[src/rtl/cp0_pkg.sv]
`default_nettype none
// +----------------------------------------------------------------------+
// | Module   : cp0_pkg                                                   |
// | Purpose  : Shared CP0 definitions: register addresses, except_type   |
// |            encodings, ExcCode values, Status/Cause bit positions,    |
// |            plus helpers that classify an incoming except_type.       |
// | Ports    : none (package)                                            |
// | Revision : 1.0 - initial release                                     |
// +----------------------------------------------------------------------+
package cp0_pkg;

   // CP0 register numbers (MTC0/MFC0 rd field)
   localparam logic [4:0] CP0_BADVADDR = 5'd8;
   localparam logic [4:0] CP0_COUNT    = 5'd9;
   localparam logic [4:0] CP0_COMPARE  = 5'd11;
   localparam logic [4:0] CP0_STATUS   = 5'd12;
   localparam logic [4:0] CP0_CAUSE    = 5'd13;
   localparam logic [4:0] CP0_EPC      = 5'd14;

   // except_type encodings delivered by the pipeline
   localparam logic [31:0] EXC_NONE = 32'h0;
   localparam logic [31:0] EXC_INT  = 32'h1;
   localparam logic [31:0] EXC_ADEL = 32'h4;
   localparam logic [31:0] EXC_ADES = 32'h5;
   localparam logic [31:0] EXC_SYS  = 32'h8;
   localparam logic [31:0] EXC_BP   = 32'h9;
   localparam logic [31:0] EXC_RI   = 32'ha;
   localparam logic [31:0] EXC_OV   = 32'hc;
   localparam logic [31:0] EXC_ERET = 32'he;

   // ExcCode values written into Cause[6:2]
   localparam logic [4:0] EXCCODE_INT  = 5'd0;
   localparam logic [4:0] EXCCODE_ADEL = 5'd4;
   localparam logic [4:0] EXCCODE_ADES = 5'd5;
   localparam logic [4:0] EXCCODE_SYS  = 5'd8;
   localparam logic [4:0] EXCCODE_BP   = 5'd9;
   localparam logic [4:0] EXCCODE_RI   = 5'd10;
   localparam logic [4:0] EXCCODE_OV   = 5'd12;

   // Status bit positions
   localparam int STATUS_IE    = 0;
   localparam int STATUS_EXL   = 1;
   localparam int STATUS_IM_LO = 8;
   localparam int STATUS_IM_HI = 15;

   // Cause bit positions
   localparam int CAUSE_EXC_LO   = 2;
   localparam int CAUSE_EXC_HI   = 6;
   localparam int CAUSE_IP_LO    = 8;
   localparam int CAUSE_IP_HW_LO = 10;
   localparam int CAUSE_IP_HI    = 15;
   localparam int CAUSE_BD       = 31;

   // Software-writable bits
   localparam logic [31:0] STATUS_WMASK = 32'h0000_FF03;
   localparam logic [31:0] CAUSE_WMASK  = 32'h0000_0300;

   typedef enum logic [1:0] {
      EXC_CLASS_NONE = 2'd0,   // no event, or an unrecognised encoding
      EXC_CLASS_TAKE = 2'd1,   // a real exception/interrupt is taken
      EXC_CLASS_ERET = 2'd2    // return from exception
   } exc_class_e;

   function automatic exc_class_e classify_exc(input logic [31:0] et);
      case (et)
         EXC_INT, EXC_ADEL, EXC_ADES, EXC_SYS,
         EXC_BP, EXC_RI, EXC_OV:  return EXC_CLASS_TAKE;
         EXC_ERET:                return EXC_CLASS_ERET;
         default:                 return EXC_CLASS_NONE;
      endcase
   endfunction

   // Interrupts report ExcCode 0; every other taken code equals its encoding.
   function automatic logic [4:0] exc_code(input logic [31:0] et);
      return (et == EXC_INT) ? EXCCODE_INT : et[4:0];
   endfunction

endpackage
`default_nettype wire

[src/rtl/cp0_timer.sv]
`default_nettype none
// +----------------------------------------------------------------------+
// | Module   : cp0_timer                                                 |
// | Purpose  : CP0 Count/Compare pair. Count advances every second clock |
// |            via a tick toggle; timer_int latches one cycle after a    |
// |            Count==Compare match and holds until Compare is written.  |
// | Ports    : clk, rst          - clock, async active-high reset        |
// |            count_we          - load Count (also restarts the tick)   |
// |            compare_we        - load Compare (clears timer_int)       |
// |            wdata[31:0]       - write data                            |
// |            count, compare    - register contents                     |
// |            timer_int         - latched timer interrupt               |
// | Revision : 1.0 - initial release                                     |
// +----------------------------------------------------------------------+
module cp0_timer (
   input  logic        clk,
   input  logic        rst,
   input  logic        count_we,
   input  logic        compare_we,
   input  logic [31:0] wdata,
   output logic [31:0] count,
   output logic [31:0] compare,
   output logic        timer_int
);

   logic        tick_reg,      tick_nxt;
   logic [31:0] count_reg,     count_nxt;
   logic [31:0] compare_reg,   compare_nxt;
   logic        timer_int_reg, timer_int_nxt;

   always_comb begin
      tick_nxt      = ~tick_reg;
      count_nxt     = tick_reg ? count_reg + 32'd1 : count_reg;
      compare_nxt   = compare_reg;
      timer_int_nxt = timer_int_reg;

      // A software load of Count realigns the half-rate tick.
      if (count_we) begin
         count_nxt = wdata;
         tick_nxt  = 1'b0;
      end

      // Compare == 0 means the timer is disarmed.
      if ((compare_reg != 32'd0) && (count_reg == compare_reg))
         timer_int_nxt = 1'b1;

      // Writing Compare acknowledges the interrupt; it wins over a match.
      if (compare_we) begin
         compare_nxt   = wdata;
         timer_int_nxt = 1'b0;
      end
   end

   always_ff @(posedge clk or posedge rst) begin
      if (rst) tick_reg <= 1'b0;
      else     tick_reg <= tick_nxt;
   end

   always_ff @(posedge clk or posedge rst) begin
      if (rst) count_reg <= 32'd0;
      else     count_reg <= count_nxt;
   end

   always_ff @(posedge clk or posedge rst) begin
      if (rst) compare_reg <= 32'd0;
      else     compare_reg <= compare_nxt;
   end

   always_ff @(posedge clk or posedge rst) begin
      if (rst) timer_int_reg <= 1'b0;
      else     timer_int_reg <= timer_int_nxt;
   end

   assign count     = count_reg;
   assign compare   = compare_reg;
   assign timer_int = timer_int_reg;

endmodule
`default_nettype wire

[src/rtl/cp0_regfile.sv]
`default_nettype none
// +----------------------------------------------------------------------+
// | Module   : cp0_regfile                                               |
// | Purpose  : MIPS-style CP0 register file: BadVAddr, Count, Compare,   |
// |            Status, Cause, EPC. Handles MTC0/MFC0, exception entry,   |
// |            ERET, interrupt sampling and the pending-interrupt flag.  |
// | Ports    : clk, rst                 - clock, async active-high reset |
// |            we_i/waddr_i/wdata_i     - MTC0 write port                |
// |            raddr_i/rdata_o          - MFC0 read port (combinational) |
// |            int_i[5:0]               - hardware interrupts HW5..HW0   |
// |            except_type_i, current_inst_addr_i, is_in_delayslot_i,   |
// |            bad_addr_i               - exception information          |
// |            status_o..compare_o      - register contents              |
// |            timer_int_o, int_o       - timer / pending interrupt      |
// | Revision : 1.0 - initial release                                     |
// +----------------------------------------------------------------------+
module cp0_regfile #(
   parameter logic [31:0] RESET_STATUS = 32'h0040_0000
) (
   input  logic        clk,
   input  logic        rst,
   input  logic        we_i,
   input  logic [4:0]  waddr_i,
   input  logic [31:0] wdata_i,
   input  logic [4:0]  raddr_i,
   output logic [31:0] rdata_o,
   input  logic [5:0]  int_i,
   input  logic [31:0] except_type_i,
   input  logic [31:0] current_inst_addr_i,
   input  logic        is_in_delayslot_i,
   input  logic [31:0] bad_addr_i,
   output logic [31:0] status_o,
   output logic [31:0] cause_o,
   output logic [31:0] epc_o,
   output logic [31:0] badvaddr_o,
   output logic [31:0] count_o,
   output logic [31:0] compare_o,
   output logic        timer_int_o,
   output logic        int_o
);

   import cp0_pkg::*;

   logic [31:0] status_reg,   status_nxt;
   logic [31:0] cause_reg,    cause_nxt;
   logic [31:0] epc_reg,      epc_nxt;
   logic [31:0] badvaddr_reg, badvaddr_nxt;
   logic [31:0] count_val;
   logic [31:0] compare_val;
   logic        timer_int;
   logic        mtc0;
   exc_class_e  exc_class;

   // Any non-zero except_type (even an unrecognised one) blocks MTC0.
   assign mtc0      = we_i & (except_type_i == EXC_NONE);
   assign exc_class = classify_exc(except_type_i);

   cp0_timer u_timer (
      .clk        (clk),
      .rst        (rst),
      .count_we   (mtc0 && (waddr_i == CP0_COUNT)),
      .compare_we (mtc0 && (waddr_i == CP0_COMPARE)),
      .wdata      (wdata_i),
      .count      (count_val),
      .compare    (compare_val),
      .timer_int  (timer_int)
   );

   always_comb begin
      status_nxt   = status_reg;
      cause_nxt    = cause_reg;
      epc_nxt      = epc_reg;
      badvaddr_nxt = badvaddr_reg;

      if (mtc0) begin
         case (waddr_i)
            CP0_STATUS:   status_nxt   = (status_reg & ~STATUS_WMASK) | (wdata_i & STATUS_WMASK);
            CP0_CAUSE:    cause_nxt    = (cause_reg  & ~CAUSE_WMASK)  | (wdata_i & CAUSE_WMASK);
            CP0_EPC:      epc_nxt      = wdata_i;
            CP0_BADVADDR: badvaddr_nxt = wdata_i;
            default:      ;
         endcase
      end

      case (exc_class)
         EXC_CLASS_TAKE: begin
            // A nested exception (EXL already set) must not clobber the
            // return context of the outer one.
            if (!status_reg[STATUS_EXL]) begin
               epc_nxt                = is_in_delayslot_i ? current_inst_addr_i - 32'd4
                                                          : current_inst_addr_i;
               cause_nxt[CAUSE_BD]    = is_in_delayslot_i;
               status_nxt[STATUS_EXL] = 1'b1;
            end
            cause_nxt[CAUSE_EXC_HI:CAUSE_EXC_LO] = exc_code(except_type_i);
            if ((except_type_i == EXC_ADEL) || (except_type_i == EXC_ADES))
               badvaddr_nxt = bad_addr_i;
         end
         EXC_CLASS_ERET: status_nxt[STATUS_EXL] = 1'b0;
         default:        ;
      endcase

      // Hardware IP bits track the pins every cycle; the timer shares HW5.
      cause_nxt[CAUSE_IP_HI:CAUSE_IP_HW_LO] = {int_i[5] | timer_int, int_i[4:0]};
   end

   always_ff @(posedge clk or posedge rst) begin
      if (rst) status_reg <= RESET_STATUS;
      else     status_reg <= status_nxt;
   end

   always_ff @(posedge clk or posedge rst) begin
      if (rst) cause_reg <= 32'd0;
      else     cause_reg <= cause_nxt;
   end

   always_ff @(posedge clk or posedge rst) begin
      if (rst) epc_reg <= 32'd0;
      else     epc_reg <= epc_nxt;
   end

   always_ff @(posedge clk or posedge rst) begin
      if (rst) badvaddr_reg <= 32'd0;
      else     badvaddr_reg <= badvaddr_nxt;
   end

   // MFC0 sees the current register state; a same-cycle MTC0 is not bypassed.
   always_comb begin
      case (raddr_i)
         CP0_BADVADDR: rdata_o = badvaddr_reg;
         CP0_COUNT:    rdata_o = count_val;
         CP0_COMPARE:  rdata_o = compare_val;
         CP0_STATUS:   rdata_o = status_reg;
         CP0_CAUSE:    rdata_o = cause_reg;
         CP0_EPC:      rdata_o = epc_reg;
         default:      rdata_o = 32'd0;
      endcase
   end

   assign int_o = status_reg[STATUS_IE] & ~status_reg[STATUS_EXL] &
                  (|(cause_reg[CAUSE_IP_HI:CAUSE_IP_LO] & status_reg[STATUS_IM_HI:STATUS_IM_LO]));

   assign status_o    = status_reg;
   assign cause_o     = cause_reg;
   assign epc_o       = epc_reg;
   assign badvaddr_o  = badvaddr_reg;
   assign count_o     = count_val;
   assign compare_o   = compare_val;
   assign timer_int_o = timer_int;

endmodule
`default_nettype wire

[config.mk]
export PLATFORM = sky130hd
export DESIGN_NAME = cp0_regfile
export DESIGN_NICKNAME = d
export VERILOG_FILES = /design/src/rtl/cp0_pkg.sv /design/src/rtl/cp0_timer.sv /design/src/rtl/cp0_regfile.sv
export SDC_FILE = /design/constraint.sdc
export NUM_CORES = 1
export LEC_CHECK = 0
export CAP_MARGIN = 5
export CELL_PAD_IN_SITES_DETAIL_PLACEMENT = 0
export CELL_PAD_IN_SITES_GLOBAL_PLACEMENT = 1
export CORE_MARGIN = 10
export CORE_UTILIZATION = 32
export CTS_CLUSTER_DIAMETER = 100
export DETAILED_ROUTE_END_ITERATION = 8
export GPL_TIMING_DRIVEN = 0
export PLACE_DENSITY = 0.85
export SLEW_MARGIN = 20
export SYNTH_ARGS = -nofsm -noshare
export SYNTH_HDL_FRONTEND = slang
export SYNTH_HIERARCHICAL = 1
export SYNTH_SLANG_ARGS = --single-unit
[constraint.sdc]
create_clock -name clk -period 3.9 [get_ports clk]
set_clock_uncertainty 0.1 [all_clocks]
set_input_delay 1.17 -clock clk [delete_from_list [all_inputs] [get_ports clk]]
set_output_delay 1.17 -clock clk [all_outputs]
set_load 0.01 [all_outputs]
==> metrics.md <==
| Metric | Value |
|---|---|
| Commonest non-fill, non-tap cell in the layout | `clkdlybuf4s50_1` |
| Unrepaired setup endpoints after global routing | `yes` |
| Num CTS Buffers | `17` |
| Setup CP Type | `input pin to primary output` |
| Type of element capturing the critical path | `primary output` |
| Total GRT Usage | `25.50%` |
| DRT iter0 DRCs | `1,217` |
| Switching power | `0.9521 mW` |
| Drt first pass iters | `6` |
| Die height | `193.0 um` |
| Die width | `193.0 um` |
| Fin area | `14,570 um2` |
| Internal Power | `2.779 mW` |
| Global-route wire length before repair | `70.33 mm` |
| GR Overflow Total | `0` |
| Total number of vias | `10,650` |
| Max Slew Vio Count | `0` |
| Crit path max fanout | `5` |
| IO Pins | `374` |
| Worst Slack Setup Final | `-0.04267 ns` |
| Synth cell types | `59` |
| Die area | `37,240 um2` |
| Detailed Place HPWL | `39.58 mm` |
| H-Tree Depth | `4` |
| Clk buf depth | `2` |
| Core area | `29,560 um2` |
| Initial Util | `32.39%` |
| Post-synth top flop | `dfrtp_1` |
| Peak supply drop | `0.2918 mV` |
| Final ANT Viol Nets | `0` |
| Total power | `3.732 mW` |
| Num rows | `63` |
| Fin cells | `1,874` |
| Tcrit/Tclk final | `101.1%` |
| Worst-Margin Slew | `0.7835 ns` |
| HP Class | `flip-flop to flip-flop` |
| Total wire length | `49.44 mm` |
| Post-Place Cells | `1,825` |
| Outcome | `finished with violations` |
| Area growth syn-to-layout | `52.18%` |
| TritonCTS clock tree | `built` |
| PD cells | `256.1 nW/um2` |
| Drt drc | `0` |
| Routability-driven placement congestion ratio | `0.9595` |
| Worst Path Arrival | `2.67 ns` |
| EDFF count, synth | `0` |
| Worst setup startpoint | `raddr_i[0]` |
| Clk_lat worst skew | `0.43 ns` |
| RR Endpoint | `u_timer/count[22]` |
| Fin. Hold Viols | `0` |
| Placed instance area | `13,560 um2` |
| Initial antenna violation count | `6` |
| Routed vias/inst | `5.684` |
| Layout Nets | `1,619` |
| Post-Syn Area | `9574 um2` |
| Lkg Pwr | `6.285 nW` |
| Post-synth ARST share | `100.0%` |
| Vias in the first global route | `10,500` |
| Port Buffers | `330` |
| F_max | `253.6 MHz` |
| Critical Path Start Type | `input pin` |
| Final critical-path required period | `3.943 ns` |
| Clock power frac | `46.2%` |
| CTS Hold Bufs | `0` |
| Layout cells sized above 1 | `17.84%` |
| Commonest non-fill, non-tap cells in the layout | `293 x clkdlybuf4s50_1, 154 x dfrtp_1, 143 x nand2_1` |
| Warnings from Yosys | `6` |
| # setup viols final | `1` |
| Seq pwr share | `43.0%` |
| Sequential-to-total area share from yosys stat | `40.25%` |
| Sw Share | `25.52%` |
| #FFs+latches synth | `154` |
| Largest net degree at the start of global routing | `77` |
| R2R depth | `6` |
| Worst reg2reg startpoint | `u_timer/count[0]` |
| Mapped Cells | `1,065` |
| Comb pwr share | `10.9%` |
| WL per Instance | `26.38 um` |
| Max Cap Violations | `0` |
| Worst reg-to-reg setup slack | `1.26 ns` |
| Clock Sinks | `154` |
| Root buffer cell | `clkbuf_16` |
| Synth Area per Inst | `8.990 um2` |
| Crit path capture | `rdata_o[31]` |
| WP data required | `2.63 ns` |
| Clk slew on worst S/H paths | `0.06 ns` |
| Failing checks | `negative setup slack` |
| Rel. slew slack | `47.37%` |
==> cells by family after synthesis <==
family	share of synthesized area (%)
and+or+nand+nor	24.80
AOI/OAI and AO/OA	15.85
muxes	5.280
buffers and inverters	6.900
other	0.07844
xor gates and xnor gates	6.312
DFF	40.25
adders and majority gates	0.5228
==> layer usage <==
layer,track usage (%),share of wire (%),vias up
li1,-,-,4700
met1,29.91,36,5139
met2,41.92,48,652
met3,7.428,10,156
met4,12.75,5.4,4
met5,0,0.077,-
==> layout make-up <==
cell class,instances,area [um2]
clock inverters,14,161.4
repair buffers,348,3393
well taps,390,488.0
fillers,2818,14990
multi-input cells,821,5384
diodes,4,10.01
flip-flops and latches,154,3854
clock buffers,18,439.2
plain buffers,109,773.2
inverters,16,67.56
==> cell usage after synthesis, types with 3 or more instances <==
cell type	count	area, um2
xor2_1	56	490.5
xnor2_1	13	113.9
a21oi_1	7	35.03
inv_1	16	60.06
nor2b_1	7	43.79
a222oi_1	9	90.09
buf_1	7	26.28
nand2b_1	3	18.77
buf_2	6	30.03
nand4_1	18	112.6
or3_1	10	62.56
nand3b_1	3	22.52
nor3b_1	4	30.03
or3b_2	9	78.83
ha_1	4	50.05
nor3_1	21	105.1
mux2_2	44	495.5
nor4_2	5	62.56
and2_1	3	18.77
a21o_1	4	30.03
dfrtp_1	154	3854
o31ai_1	11	82.58
or3b_1	5	43.79
nand3_1	102	510.5
and3_1	6	37.54
a31oi_1	36	225.2
nand2_1	145	544.3
nor4_1	26	162.7
or4_1	18	135.1
o211ai_1	44	330.3
and4_1	5	43.79
o21ai_0	24	120.1
buf_4	42	315.3
a22oi_1	68	510.5
nor2_1	46	172.7
clkbuf_1	55	206.5
==> worst max-delay path, stage by stage <==
cell	delay (ns)
clkdlybuf4s15_2	0.27
nand2_2	0.11
nor2_4	0.06
buf_6	0.13
clkbuf_16	0.15
a222oi_1	0.43
nand2_2	0.17
buf_6	0.16
==> power by group through the flow <==
stage	Clock (mW)	Sequential, mW	Combinational, mW
6_report	1.72	1.60	0.405
5_1_grt	1.79	1.60	0.432
4_1_cts	1.73	1.60	0.395
3_5_place_dp	0	1.63	0.381
3_3_place_gp	0	1.63	0.369
2_1_floorplan	0	1.63	0.128
==> repair_timing <==
item	4_1_cts	5_1_grt
gates cloned	3	1
buffers inserted	12	1
endpoints found under the setup margin	160	140
pin swaps	18	10
gates resized for setup	216	50
==> worst min-delay path by stage <==
stage / slack [ns] / start / end / cells after the start
final: 0.46 / cause_o[4] / cause_o[4] / 2
after global routing: 0.49 / badvaddr_o[17] / badvaddr_o[17] / 2
after CTS: 0.45 / cause_o[4] / cause_o[4] / 2
after detailed placement: 0.44 / badvaddr_o[29] / badvaddr_o[29] / 2
after global placement: 0.43 / badvaddr_o[29] / badvaddr_o[29] / 2
after floorplan: 0.43 / u_timer/timer_int / cause_o[15] / 1
==> per-stage QoR <==
step / setup TNS (ns) / hold slack [ns] / util, % / setup WS [ns]
2_1_floorplan: 0 / 0.4324 / - / 0.09952
3_3_place_gp: -303.35 / 0.4281 / 45.70 / -1.734
3_5_place_dp: -166.04 / 0.4427 / 45.88 / -1.700
4_1_cts: -0.02263 / 0.4546 / 48.94 / -0.02263
5_1_grt: -0.04155 / 0.4888 / 49.27 / -0.03646
6_report: -0.04267 / 0.4564 / 49.29 / -0.04267
Note: power is estimated with default switching activity, not from simulation.
